[config.mk]
export PLATFORM = sky130hd
export DESIGN_NAME = exp_share_arbiter
export DESIGN_NICKNAME = d
export VERILOG_FILES = /design/src/rtl/exp_share_arbiter.sv
export SDC_FILE = /design/constraint.sdc
export NUM_CORES = 1
export LEC_CHECK = 0
export ABC_AREA = 1
export BUFFER_PORTS_ARGS = -buffer_cell sky130_fd_sc_hd__buf_2
export CAP_MARGIN = 20
export CORE_ASPECT_RATIO = 1.1
export CORE_MARGIN = 5
export CORE_UTILIZATION = 50
export CTS_CLUSTER_DIAMETER = 30
export DETAILED_ROUTE_END_ITERATION = 10
export PLACE_DENSITY = 0.8
export SETUP_SLACK_MARGIN = 0.3
export SYNTH_ARGS = -nofsm -noshare
export SYNTH_HDL_FRONTEND = slang
export SYNTH_SLANG_ARGS = --single-unit
[constraint.sdc]
create_clock -name clk -period 3.4 [get_ports clk]
set_input_delay 0.51 -clock clk [delete_from_list [all_inputs] [get_ports clk]]
set_output_delay 0.51 -clock clk [all_outputs]
set_load 0.005 [all_outputs]
[src/rtl/exp_share_arbiter.sv]
// exp_share_arbiter: shares one fp16 exp datapath among NUM_REQ softmax lanes.
//
// A combinational round-robin arbiter grants one eligible lane per cycle. The
// granted operand is registered onto exp_in. A lane tag travels alongside the
// external datapath in a shift register of depth EXP_LAT+1. When the tag exits,
// the result on exp_out is registered onto resp_data/resp_valid for the issuing
// lane. Per-lane outstanding counters cap in-flight requests at MAX_OUT.
//
// Parameters:
//   NUM_REQ  number of lanes (2..8)
//   EXP_LAT  exp datapath latency in cycles (0..8, 0 = combinational)
//   MAX_OUT  max in-flight requests per lane (1..15)
// Ports:
//   clk, reset              clock, asynchronous active-high reset
//   req_valid/req_data      per-lane request and fp16 operand (lane i at [16i+15:16i])
//   req_ready               one-hot grant (combinational)
//   exp_in/exp_in_valid     registered operand to the exp datapath
//   exp_out                 exp datapath result
//   resp_valid/resp_data    registered one-hot lane select and fp16 result
// Optional (macro EXP_SHARE_STATS_EN):
//   stat_issued             saturating count of grants
//   stat_stall              saturating count of cycles with requests but no grant
module exp_share_arbiter #(
  parameter int unsigned NUM_REQ = 4,
  parameter int unsigned EXP_LAT = 2,
  parameter int unsigned MAX_OUT = 3
) (
  input  logic                   clk,
  input  logic                   reset,
  input  logic [NUM_REQ-1:0]     req_valid,
  input  logic [16*NUM_REQ-1:0]  req_data,
  output logic [NUM_REQ-1:0]     req_ready,
  output logic [15:0]            exp_in,
  output logic                   exp_in_valid,
  input  logic [15:0]            exp_out,
  output logic [NUM_REQ-1:0]     resp_valid,
  output logic [15:0]            resp_data
`ifdef EXP_SHARE_STATS_EN
  ,
  output logic [31:0]            stat_issued,
  output logic [31:0]            stat_stall
`endif
);

  localparam int unsigned PtrW  = $clog2(NUM_REQ);
  localparam int unsigned Depth = EXP_LAT + 1;
  localparam logic [PtrW:0] NumReqW = (PtrW+1)'(NUM_REQ);
  localparam logic [3:0]    MaxOutW = 4'(MAX_OUT);

  logic [PtrW-1:0]    rr_ptr_q;
  logic [PtrW-1:0]    rr_ptr_d;
  logic [3:0]         out_cnt_q [NUM_REQ];
  logic [Depth-1:0]   tag_vld_q;
  logic [PtrW-1:0]    tag_id_q [Depth];
  logic [15:0]        exp_in_q;
  logic               exp_in_valid_q;
  logic [NUM_REQ-1:0] resp_valid_q;
  logic [NUM_REQ-1:0] resp_valid_d;
  logic [15:0]        resp_data_q;

  logic [NUM_REQ-1:0] eligible;
  logic               grant_any;
  logic [PtrW-1:0]    grant_idx;
  logic [PtrW:0]      scan_idx;

  always_comb begin
    eligible = '0;
    for (int i = 0; i < NUM_REQ; i++) begin
      eligible[i] = req_valid[i] && (out_cnt_q[i] < MaxOutW);
    end
  end

  // Scan lanes starting at rr_ptr; first eligible lane wins.
  always_comb begin
    grant_any = 1'b0;
    grant_idx = '0;
    scan_idx  = '0;
    for (int k = 0; k < NUM_REQ; k++) begin
      scan_idx = {1'b0, rr_ptr_q} + (PtrW+1)'(k);
      if (scan_idx >= NumReqW) begin
        scan_idx = scan_idx - NumReqW;
      end
      if (!grant_any && eligible[scan_idx[PtrW-1:0]]) begin
        grant_any = 1'b1;
        grant_idx = scan_idx[PtrW-1:0];
      end
    end
    // req_ready is combinational, so it must be forced low while reset is held.
    if (reset) begin
      grant_any = 1'b0;
    end
  end

  always_comb begin
    req_ready = '0;
    for (int i = 0; i < NUM_REQ; i++) begin
      req_ready[i] = grant_any && (grant_idx == PtrW'(i));
    end
  end

  always_comb begin
    rr_ptr_d = rr_ptr_q;
    if (grant_any) begin
      rr_ptr_d = (grant_idx == PtrW'(NUM_REQ - 1)) ? '0 : grant_idx + PtrW'(1);
    end
  end

  // Decode the tag leaving the pipe into a one-hot lane select.
  always_comb begin
    resp_valid_d = '0;
    for (int i = 0; i < NUM_REQ; i++) begin
      resp_valid_d[i] = tag_vld_q[Depth-1] && (tag_id_q[Depth-1] == PtrW'(i));
    end
  end

  always_ff @(posedge clk or posedge reset) begin
    if (reset) begin
      rr_ptr_q       <= '0;
      tag_vld_q      <= '0;
      exp_in_q       <= '0;
      exp_in_valid_q <= 1'b0;
      resp_valid_q   <= '0;
      resp_data_q    <= '0;
      for (int s = 0; s < Depth; s++) begin
        tag_id_q[s] <= '0;
      end
      for (int i = 0; i < NUM_REQ; i++) begin
        out_cnt_q[i] <= '0;
      end
    end else begin
      rr_ptr_q       <= rr_ptr_d;
      exp_in_valid_q <= grant_any;
      if (grant_any) begin
        exp_in_q <= req_data[{grant_idx, 4'b0000} +: 16];
      end
      // Bubble tags (valid=0) are pushed on idle cycles.
      tag_vld_q[0] <= grant_any;
      tag_id_q[0]  <= grant_idx;
      for (int s = 1; s < Depth; s++) begin
        tag_vld_q[s] <= tag_vld_q[s-1];
        tag_id_q[s]  <= tag_id_q[s-1];
      end
      resp_valid_q <= resp_valid_d;
      if (tag_vld_q[Depth-1]) begin
        resp_data_q <= exp_out;
      end
      for (int i = 0; i < NUM_REQ; i++) begin
        if (req_ready[i] && !resp_valid_q[i]) begin
          out_cnt_q[i] <= out_cnt_q[i] + 4'd1;
        end else if (!req_ready[i] && resp_valid_q[i]) begin
          out_cnt_q[i] <= out_cnt_q[i] - 4'd1;
        end
      end
    end
  end

  assign exp_in       = exp_in_q;
  assign exp_in_valid = exp_in_valid_q;
  assign resp_valid   = resp_valid_q;
  assign resp_data    = resp_data_q;

`ifdef EXP_SHARE_STATS_EN
  logic [31:0] stat_issued_q;
  logic [31:0] stat_stall_q;

  always_ff @(posedge clk or posedge reset) begin
    if (reset) begin
      stat_issued_q <= '0;
      stat_stall_q  <= '0;
    end else begin
      if (grant_any && (stat_issued_q != '1)) begin
        stat_issued_q <= stat_issued_q + 32'd1;
      end
      if ((|req_valid) && !grant_any && (stat_stall_q != '1)) begin
        stat_stall_q <= stat_stall_q + 32'd1;
      end
    end
  end

  assign stat_issued = stat_issued_q;
  assign stat_stall  = stat_stall_q;
`endif

endmodule

# == After elaboration in Yosys (flattened, before gate mapping) ==
# Index checks and enable logic that the tools add are counted.
# word_totals
out_inout_bits,41
input_bits,86
reg_bits,64
mem_bits_ro,0
word_cells,118
latch_bits,0
ram_bits,0
memories,0
# classes
mux,30
div_mod_pow,0
multipliers,0
bitwise,0
shift,1
n_eq_ne,6
add_sub_neg,16
n_reduce_logical,40
n_lt_le_gt_ge,12
# op_table
op,count
$shiftx A64 B7 Y16,1
$mux W4,8
$logic_and A1 B1 Y1,23
$mux W2,9
$add A4 B1 Y4 const B,4
$lt A4 B2 Y1 const B,4
$sub A4 B1 Y4 const B,4
$lt A2 B3 Y1 const B,4
$logic_not A1 Y1,11
$ge A3 B3 Y1 const B,3
$mux W1,9
$bmux W1 S2,4
$eq A2 B2 Y1 const B,4
$reduce_bool A2 Y1,4
$sub A2 B1 Y2 const B,4
$add A2 B2 Y3 const B,2
$eq A2 B1 Y1 const B,2
$logic_not A2 Y1,2
$add A2 B1 Y3 const B,1
$ge A2 B3 Y1 const B,1
$add A2 B1 Y2 const B,1

# == Depth between registers and ports, before layout ==
# Gate-level depths: netlist of run 1.
# logic_depth
depth_word,20
ltp_mapped,23
depth_no_buf,22

# == Worst setup path before layout of run 1 ==
# Ideal clock, no wire load.
# synth_timing
path_type,input -> register
start,in reset
end,reg out_cnt_q[11] (netlist name)
path_slack_ns,-0.304
arrival_time_ns,3.579
stages,13
n_path_buf,1
setup_ns,0.125
required_ns,3.275
path_cell_list,inv_1 -> nand2_2 -> buf_2 -> nor2_1 -> ha_1 -> inv_1 -> ha_1 -> a21o_1 -> a21oi_1 -> nand2_1 -> nand2_1 -> nor2_1 -> xor2_1
# synth_via
elab_chain_cells,5
elab_cells_between_ends,7
classes_between,mux: 2; reduce/logical: 5
# synth_rtl
item,line,rtl
"start, declared",29,"input logic reset,"
$mux W1 (*),89,if (reset) begin
$logic_and A1 B1 Y1 (*),97,req_ready[i] = grant_any && (grant_idx == PtrW'(i));
net req_ready[1],32,"output logic [NUM_REQ-1:0] req_ready,"
$logic_not A1 Y1,150,end else if (!req_ready[i] && resp_valid_q[i]) begin
$logic_and A1 B1 Y1,150,
$reduce_bool A2 Y1 (no line),-,
"end signal, assigned by index",149,out_cnt_q[i] <= out_cnt_q[i] + 4'd1;
"end signal, assigned by index",151,out_cnt_q[i] <= out_cnt_q[i] - 4'd1;
"end, declared",52,logic [3:0] out_cnt_q [NUM_REQ];
# Mark *: on every way through the listed nets, which the timed path passes. The rest lies on a longest branch.
# A chain may end at the register's enable or synchronous reset.

# == Worst setup path in the final report of run 1 ==
# layout_timing
start,reg rr_ptr_q[0]
end,reg out_cnt_q[3] (netlist name)
# layout_via
elab_chain_cells,19
elab_cells_between_ends,45
classes_between,add/sub: 7; order compare: 4; eq/ne: 1; mux: 22; reduce/logical: 11
# layout_rtl
item,line,rtl
"start, declared",50,logic [PtrW-1:0] rr_ptr_q;
"start signal, assigned",131,rr_ptr_q <= rr_ptr_d;
"parallel branches: the longest is 13 deep, another holds $add A2 B1 Y3",-,
$mux W2 (*),83,if (!grant_any && eligible[scan_idx[PtrW-1:0]]) begin
net grant_idx[0],63,logic [PtrW-1:0] grant_idx;
$eq A2 B2 Y1 (*),97,
$logic_and A1 B1 Y1 (*),97,
$logic_not A1 Y1,150,
$logic_and A1 B1 Y1,150,
$reduce_bool A2 Y1 (no line),-,
# Mark *: on every way through the listed nets, which the timed path passes. The select of a mux whose other input is x is not followed.

==> summary.txt, run 1 <==
Run
  – Max_cap viols: 0

Timing
  – TNS Setup: 0 ns
  – Slew Viols, Final: 0
  – Worst-margin pin slew: 0.755 ns
  – F_max: 0.330 GHz
  – Endpoints failing hold: 0
  – Crit share post-route: 89.1%
  – Final setup skew: 0.00851 ns
  – RSZ-0062 raised after global routing: true
  – Fin crit period: 3.03 ns
  – Setup Viol. Count Final: 0
  – Rel. slew slack: 49.7%

Setup path
  – Max FO, Critical Path: 7
  – Slowest stage delay, CP: 0.48 ns
  – Buffers & Inverters on Critical Path: 4
  – CP Launch Point: rr_ptr_q[0]
  – R2R cell count: 20
  – Required @ worst endpoint: 3.61 ns
  – Slowest CP cell: dfrtp_2
  – Worst EP arrival: 3.24 ns
  – CP Capture Type: register
  – Worst setup SP type: register
  – Critical path class: register to register
  – Kind of cell adding the most delay to the critical path: simple AND/OR/NAND/NOR gates
  – FF-to-FF Start: rr_ptr_q[0]
  – CP Depth: 20
  – CP cell instances: buf_6 > nand4_1 > nand3_1 > nand2_4 > nand2_2 > nand2_2 > nand3_4 > inv_2 > ha_1 > inv_1 > nor2_2 > ha_2 > inv_2 > ha_1 > a21o_1 > a21oi_2 > nand2_1 > nand2_1 > nor2_1 > xor2_1

Synth
  – Number of synthesized flops with an enable pin: 0
  – Share of the synthesized area in the top cell type: 43.3%
  – Synthesized area per cell: 8.08 um^2
  – Most frequent cell after synthesis: nand2_1
  – Biggest area consumer among synthesized cells: dfrtp_1
  – Seq/Total Area, Yosys: 43.3%
  – Ranking of synthesized cells by area: dfrtp_1 43%, nand2_1 16%, nand3_1 12%
  – Yosys warns: 0
  – Cell count after synthesis: 451
  – Syn nets: 557
  – Main synth FF type: dfrtp_1
  – Post-synth top cells: 155 x nand2_1, 88 x nand3_1, 63 x dfrtp_1, 23 x inv_1, 17 x nor2_1
  – Asr flop ratio synth: 100%
  – Yosys reg bits: 63
  – Synthesized area: 3640 um^2
  – Synth unique cells: 26

Drt
  – Initial drt markers: 183
  – Total iterations of the first detailed-routing run: 4
  – DR WL/cell: 13.9 um
  – DRT Wirelength: 9380 um
  – DRC viols: 0
  – Via count: 3558
  – Post-route ant nets: 0
  – Vias per inst: 5.27

Floorplan
  – Area of the core: 7050 um^2
  – Initial core utilization: 51.7%
  – Die H: 99.5 um
  – Core Rows: 32
  – Die X-Extent: 91.4 um
  – DIE AREA: 9090 um^2
  – I/O Pins: 127

Clocking
  – Clock buffer depth: 2
  – CTS tree: done
  – H-Tree Depth: 3
  – CTS Buf Count: 9
  – Clock latency at the later pin of the worst-skew pair: 0.33 ns
  – Clk root buf: clkbuf_8
  – Clk sinks: 63
  – Clk slew on worst S/H paths: 0.07 ns

Finish
  – Sequential cell area: 1580 um^2
  – Fin nets: 692
  – Multi-input gate area: 1980 um^2
  – Area Overhead vs Synth: 31.0%
  – Fill cell count: 587
  – Antenna cells: 0
  – Post-layout util: 67.7%
  – Fraction of layout cells with a size suffix above 1: 36.6%

GRT
  – Largest net degree at the start of global routing: 64
  – GRT Total Usage: 20.7%
  – First-pass GRT wire length: 15600 um
  – Vias in the first global route: 3509
  – Initial antenna violation count: 0
  – Total congestion overflow: 0

Hold path
  – Hold Crit Depth: 0
  – Worst min-delay path category: register to register
  – HP Start: tag_id_q[5]

Outcome
  – Status: finished clean

Placed design
  – Final HPWL DP: 7050 um
  – Port bufs: 126
  – Placer's final routability congestion estimate: 0.941
state kept, by name, indices dropped and copies added (netlist names):
signal	flops
exp_in	16
resp_data	16
rr_ptr_q	2
resp_valid	4
tag_vld_q	3
tag_id_q	6
out_cnt_q	16
per-stage QoR:
| step | cell area (um^2) | hold slack [ns] | std cells | setup WS [ns] |
|---|---|---|---|---|
| 2_1_floorplan | 3680 | 0.331 | 451 | 0.336 |
| 3_3_place_gp | 4360 | 0.335 | 651 | 0.319 |
| 3_5_place_dp | 4360 | 0.337 | 651 | 0.199 |
| 4_1_cts | 4600 | 0.351 | 667 | 0.301 |
| 5_1_grt | 4770 | 0.351 | 675 | 0.198 |
| 6_report | 4770 | 0.349 | 675 | 0.371 |
cells in the final DEF, fill, tap and decap left out, drive strengths merged:
cell	n
nand3b	1
a21o	4
nor3	4
xor2	4
dfrtp	63
nand2	162
clkbuf	12
fa	4
bufinv	2
ha	16
a21oi	4
nand4	10
nor2	17
inv	26
o21ai	7
xnor2	9
buf	143
clkinvlp	2
nand3	100
logic make-up (layout without fill, tap and decap cells):
kind of cell    Yosys count  in the layout  share of synthesized area [%]
compound gates           15             15                           2.34
buf+inv                  46            185                           5.94
flops                    63             63                           43.3
simple gates            294            294                           37.6
xor+xnor                 13             13                           3.13
fa+ha+maj                20             20                           7.69
worst paths after layout:
| kind | to | slack, ns |
|---|---|---|
| max | out_cnt_q[3] | 0.37 |
| max in group asynchronous | rr_ptr_q[0] | 2.38 |
| min in group asynchronous | out_cnt_q[4] | 0.47 |
| min | tag_id_q[3] | 0.35 |
| min reg2reg | tag_id_q[3] | 0.35 |
| max reg2reg | out_cnt_q[3] | 0.37 |
final cells by class:
| type | instances | share of cell area, % |
|---|---|---|
| multi-input cells | 342 | 41.5 |
| clock buffers | 12 | 3.04 |
| flip-flops and latches | 63 | 33.2 |
| well taps | 85 | 2.23 |
| repair buffers | 143 | 16.2 |
| inverters | 27 | 2.36 |
| clock inverters | 3 | 1.42 |
metal layers:
layer,routed length (um),GRT usage (%)
met5,0,0
met4,284,8.24
met3,564,4.16
met2,4850,35.5
met1,3680,25.4
what timing repair did:
item / CTS / global route
resized for setup: 6 / 30
hold buffers: 0 / 0
pin swaps: 0 / 20
endpoints found under the setup margin: 4 / 6
buffers inserted: 1 / 8
Power of run 1 is left out: the tool's default activity adds up to more than one toggle a clock period on the data nets, which glitch-free logic cannot reach.
==> inputs of run 2 (changes only) <==
- CORE_UTILIZATION: 50 -> 34
- PLACE_DENSITY: 0.8 -> default
==> run 2 against run 1 <==
Via count decreased by 2.0%. Highest routed layer unchanged. Worst hold slack got worse by 0.0021 ns. First-iteration DRC count decreased by 30%. Final cell count increased by 10%. Sequential share of layout area decreased by 2.2 points. Non-clock buffer count increased by 10. Final area increased by 7.1%. Utilization decreased by 19 points. Maximum frequency decreased by 1.5%. Setup slack got worse by 0.045 ns. Global-route usage decreased by 4.8 points. Die area increased by 42%.
==> summary.txt, run 2 (synthesis gave the netlist of run 1 again) <==
Finish
  – Most frequent cells in the layout: 150 x nand2_1, 126 x buf_2, 84 x nand3_1
  – Fin area: 5110 um^2 (+7.1%)
  – Layout Cells excl Fill: 744 (+10%)
  – Multi-input gate area: 2030 um^2 (+2.7%)
  – Commonest non-fill, non-tap cell in the layout: nand2_1
  – Antenna cells: 0 (unchanged)
  – Fill cell count: 1060 (+81%)
  – Fin nets: 703 (+1.6%)
  – Sequential cell area: 1590 um^2 (about the same)
  – Area Overhead vs Synth: 40.2%
  – Fraction of layout cells with a size suffix above 1: 39.8% (+3.2 points)

Clocking
  – CTS hold repair buffers: 0 (unchanged)
  – H-Tree Depth: 3 (unchanged)
  – CTS Buf Count: 9 (unchanged)
  – Clk sinks: 63 (unchanged)
  – Clk slew on worst S/H paths: 0.06 ns (about the same)
  – CTS tree: done
  – Clk root buf: clkbuf_16
  – Clock buffer depth: 2 (unchanged)
  – Clock latency at the later pin of the worst-skew pair: 0.33 ns (about the same)

Setup path
  – Worst EP arrival: 3.28 ns (+0.04 ns)
  – R2R cell count: 21 (+5.0%)
  – CP Capture Type: register
  – Critical path class: register to register
  – FF-to-FF Start: rr_ptr_q[0]
  – Crit path capture: out_cnt_q[11]
  – Reg2reg setup slack: 0.33 ns (-0.05 ns)
  – Required @ worst endpoint: 3.60 ns (about the same)
  – R2R Path End: out_cnt_q[11]
  – CP Launch Point: rr_ptr_q[0]
  – Worst setup SP type: register
  – Max FO, Critical Path: 7 (unchanged)

Drt
  – DR WL/cell: 13.7 um (-1.6%)
  – DRT Wirelength: 10200 um (+8.5%)
  – Post-route ant nets: 0 (unchanged)
  – Vias per inst: 4.69 (-11%)
  – Total iterations of the first detailed-routing run: 4 (unchanged)
  – Initial drt markers: 129 (-30%)
  – Via count: 3488 (-2.0%)
  – DRC viols: 0 (unchanged)

Run
  – Max_cap viols: 0 (unchanged)

GRT
  – Vias in the first global route: 3485 (-0.68%)
  – GRT Total Usage: 15.8% (-4.8 points)
  – Largest net degree at the start of global routing: 64 (unchanged)
  – Initial antenna violation count: 0 (unchanged)
  – Total congestion overflow: 0 (unchanged)
  – First-pass GRT wire length: 16200 um (+4.1%)

Placed design
  – Final HPWL DP: 7370 um (+4.6%)
  – DP Cell Count: 709 (+8.9%)
  – Placed Area: 4430 um^2 (+1.7%)
  – Placer's final routability congestion estimate: 0.867 (-7.9%)
  – Port bufs: 126 (unchanged)

Timing
  – Crit share post-route: 90.4% (+1.3 points)
  – Slew Viols, Final: 0 (unchanged)
  – RSZ-0062 raised after global routing: true
  – Hold WS: 0.347 ns (-0.00210 ns)
  – Endpoints failing hold: 0 (unchanged)
  – Worst-margin pin slew: 0.803 ns (+0.0487 ns)
  – F_max: 0.325 GHz (-1.5%)
  – TNS Setup: 0 ns (unchanged)
  – Final setup skew: 0.00565 ns (-0.00286 ns)
  – Setup Viol. Count Final: 0 (unchanged)
  – Fin crit period: 3.07 ns (+0.0451 ns)
  – Rel. slew slack: 46.4% (-3.2 points)

Floorplan
  – Core Rows: 39 (+22%)
  – DIE AREA: 12900 um^2 (+42%)
  – I/O Pins: 127 (unchanged)
  – Initial core utilization: 34.9% (-17 points)
  – Area of the core: 10400 um^2 (+48%)
  – Die X-Extent: 109 um (+19%)
  – Die H: 119 um (+19%)

Outcome
  – Status: finished clean

Hold path
  – Worst min-delay path category: register to register
run 2: critical path: stages (launching register included):
cell and delay, ns:
dfrtp_2 0.51, buf_6 0.16, nand4_1 0.15, nand3_2 0.13, nand2_4 0.08, nand2_4 0.09
nand2_2 0.06, nand2_2 0.09, nand3_4 0.11, inv_4 0.10, ha_4 0.13, inv_2 0.03
nor2_2 0.13, ha_2 0.23, inv_2 0.07, ha_4 0.21, a21o_1 0.16, a21oi_2 0.16
nand2_1 0.07, nand2_1 0.08, nor2_2 0.04, xor2_1 0.16
run 2: area by class of cell:
type                    count  share of cell area, %
multi-input cells         342                   39.8
clock inverters             5                   2.08
inverters                  27                   2.25
flip-flops and latches     63                   31.0
well taps                 143                   3.50
repair buffers            153                   16.5
repair inverters            1                 0.0980
clock buffers              10                   4.68
run 2: timing repair:
item | in CTS | in global routing
resized for setup | 5 | 41
pin swaps | 1 | 40
endpoints found under the setup margin | 4 | 6
gates cloned | 0 | 1
buffers inserted | 0 | 19
run 2: stage by stage:
stage | worst slack (ns) | util, %
floorplan | 0.336 | -
CTS | 0.281 | 45.9
finish | 0.326 | 48.9
detailed placement | 0.201 | 42.5
global route | 0.200 | 48.9
global placement | 0.306 | 42.5
run 2: metal layers:
layer	part of all wire [%]	up-vias	GRT usage, %
li1	-	1763	-
met1	42	1610	19.3
met5	0	-	0
met2	50	99	26.1
met3	5.8	16	4.63
met4	2.0	0	6.39
run 2: worst min-delay path by stage:
stage            startpoint            to  slack (ns)  cells past startpoint
3_3_place_gp    tag_id_q[2]   tag_id_q[0]        0.33                      0
4_1_cts        tag_vld_q[1]  tag_vld_q[2]        0.35                      0
5_1_grt         tag_id_q[5]   tag_id_q[3]        0.36                      0
2_1_floorplan   tag_id_q[2]   tag_id_q[0]        0.33                      0
6_report       tag_vld_q[1]  tag_vld_q[2]        0.35                      0
3_5_place_dp    tag_id_q[5]   tag_id_q[3]        0.34                      0
Power of run 2 is left out for the same reason.
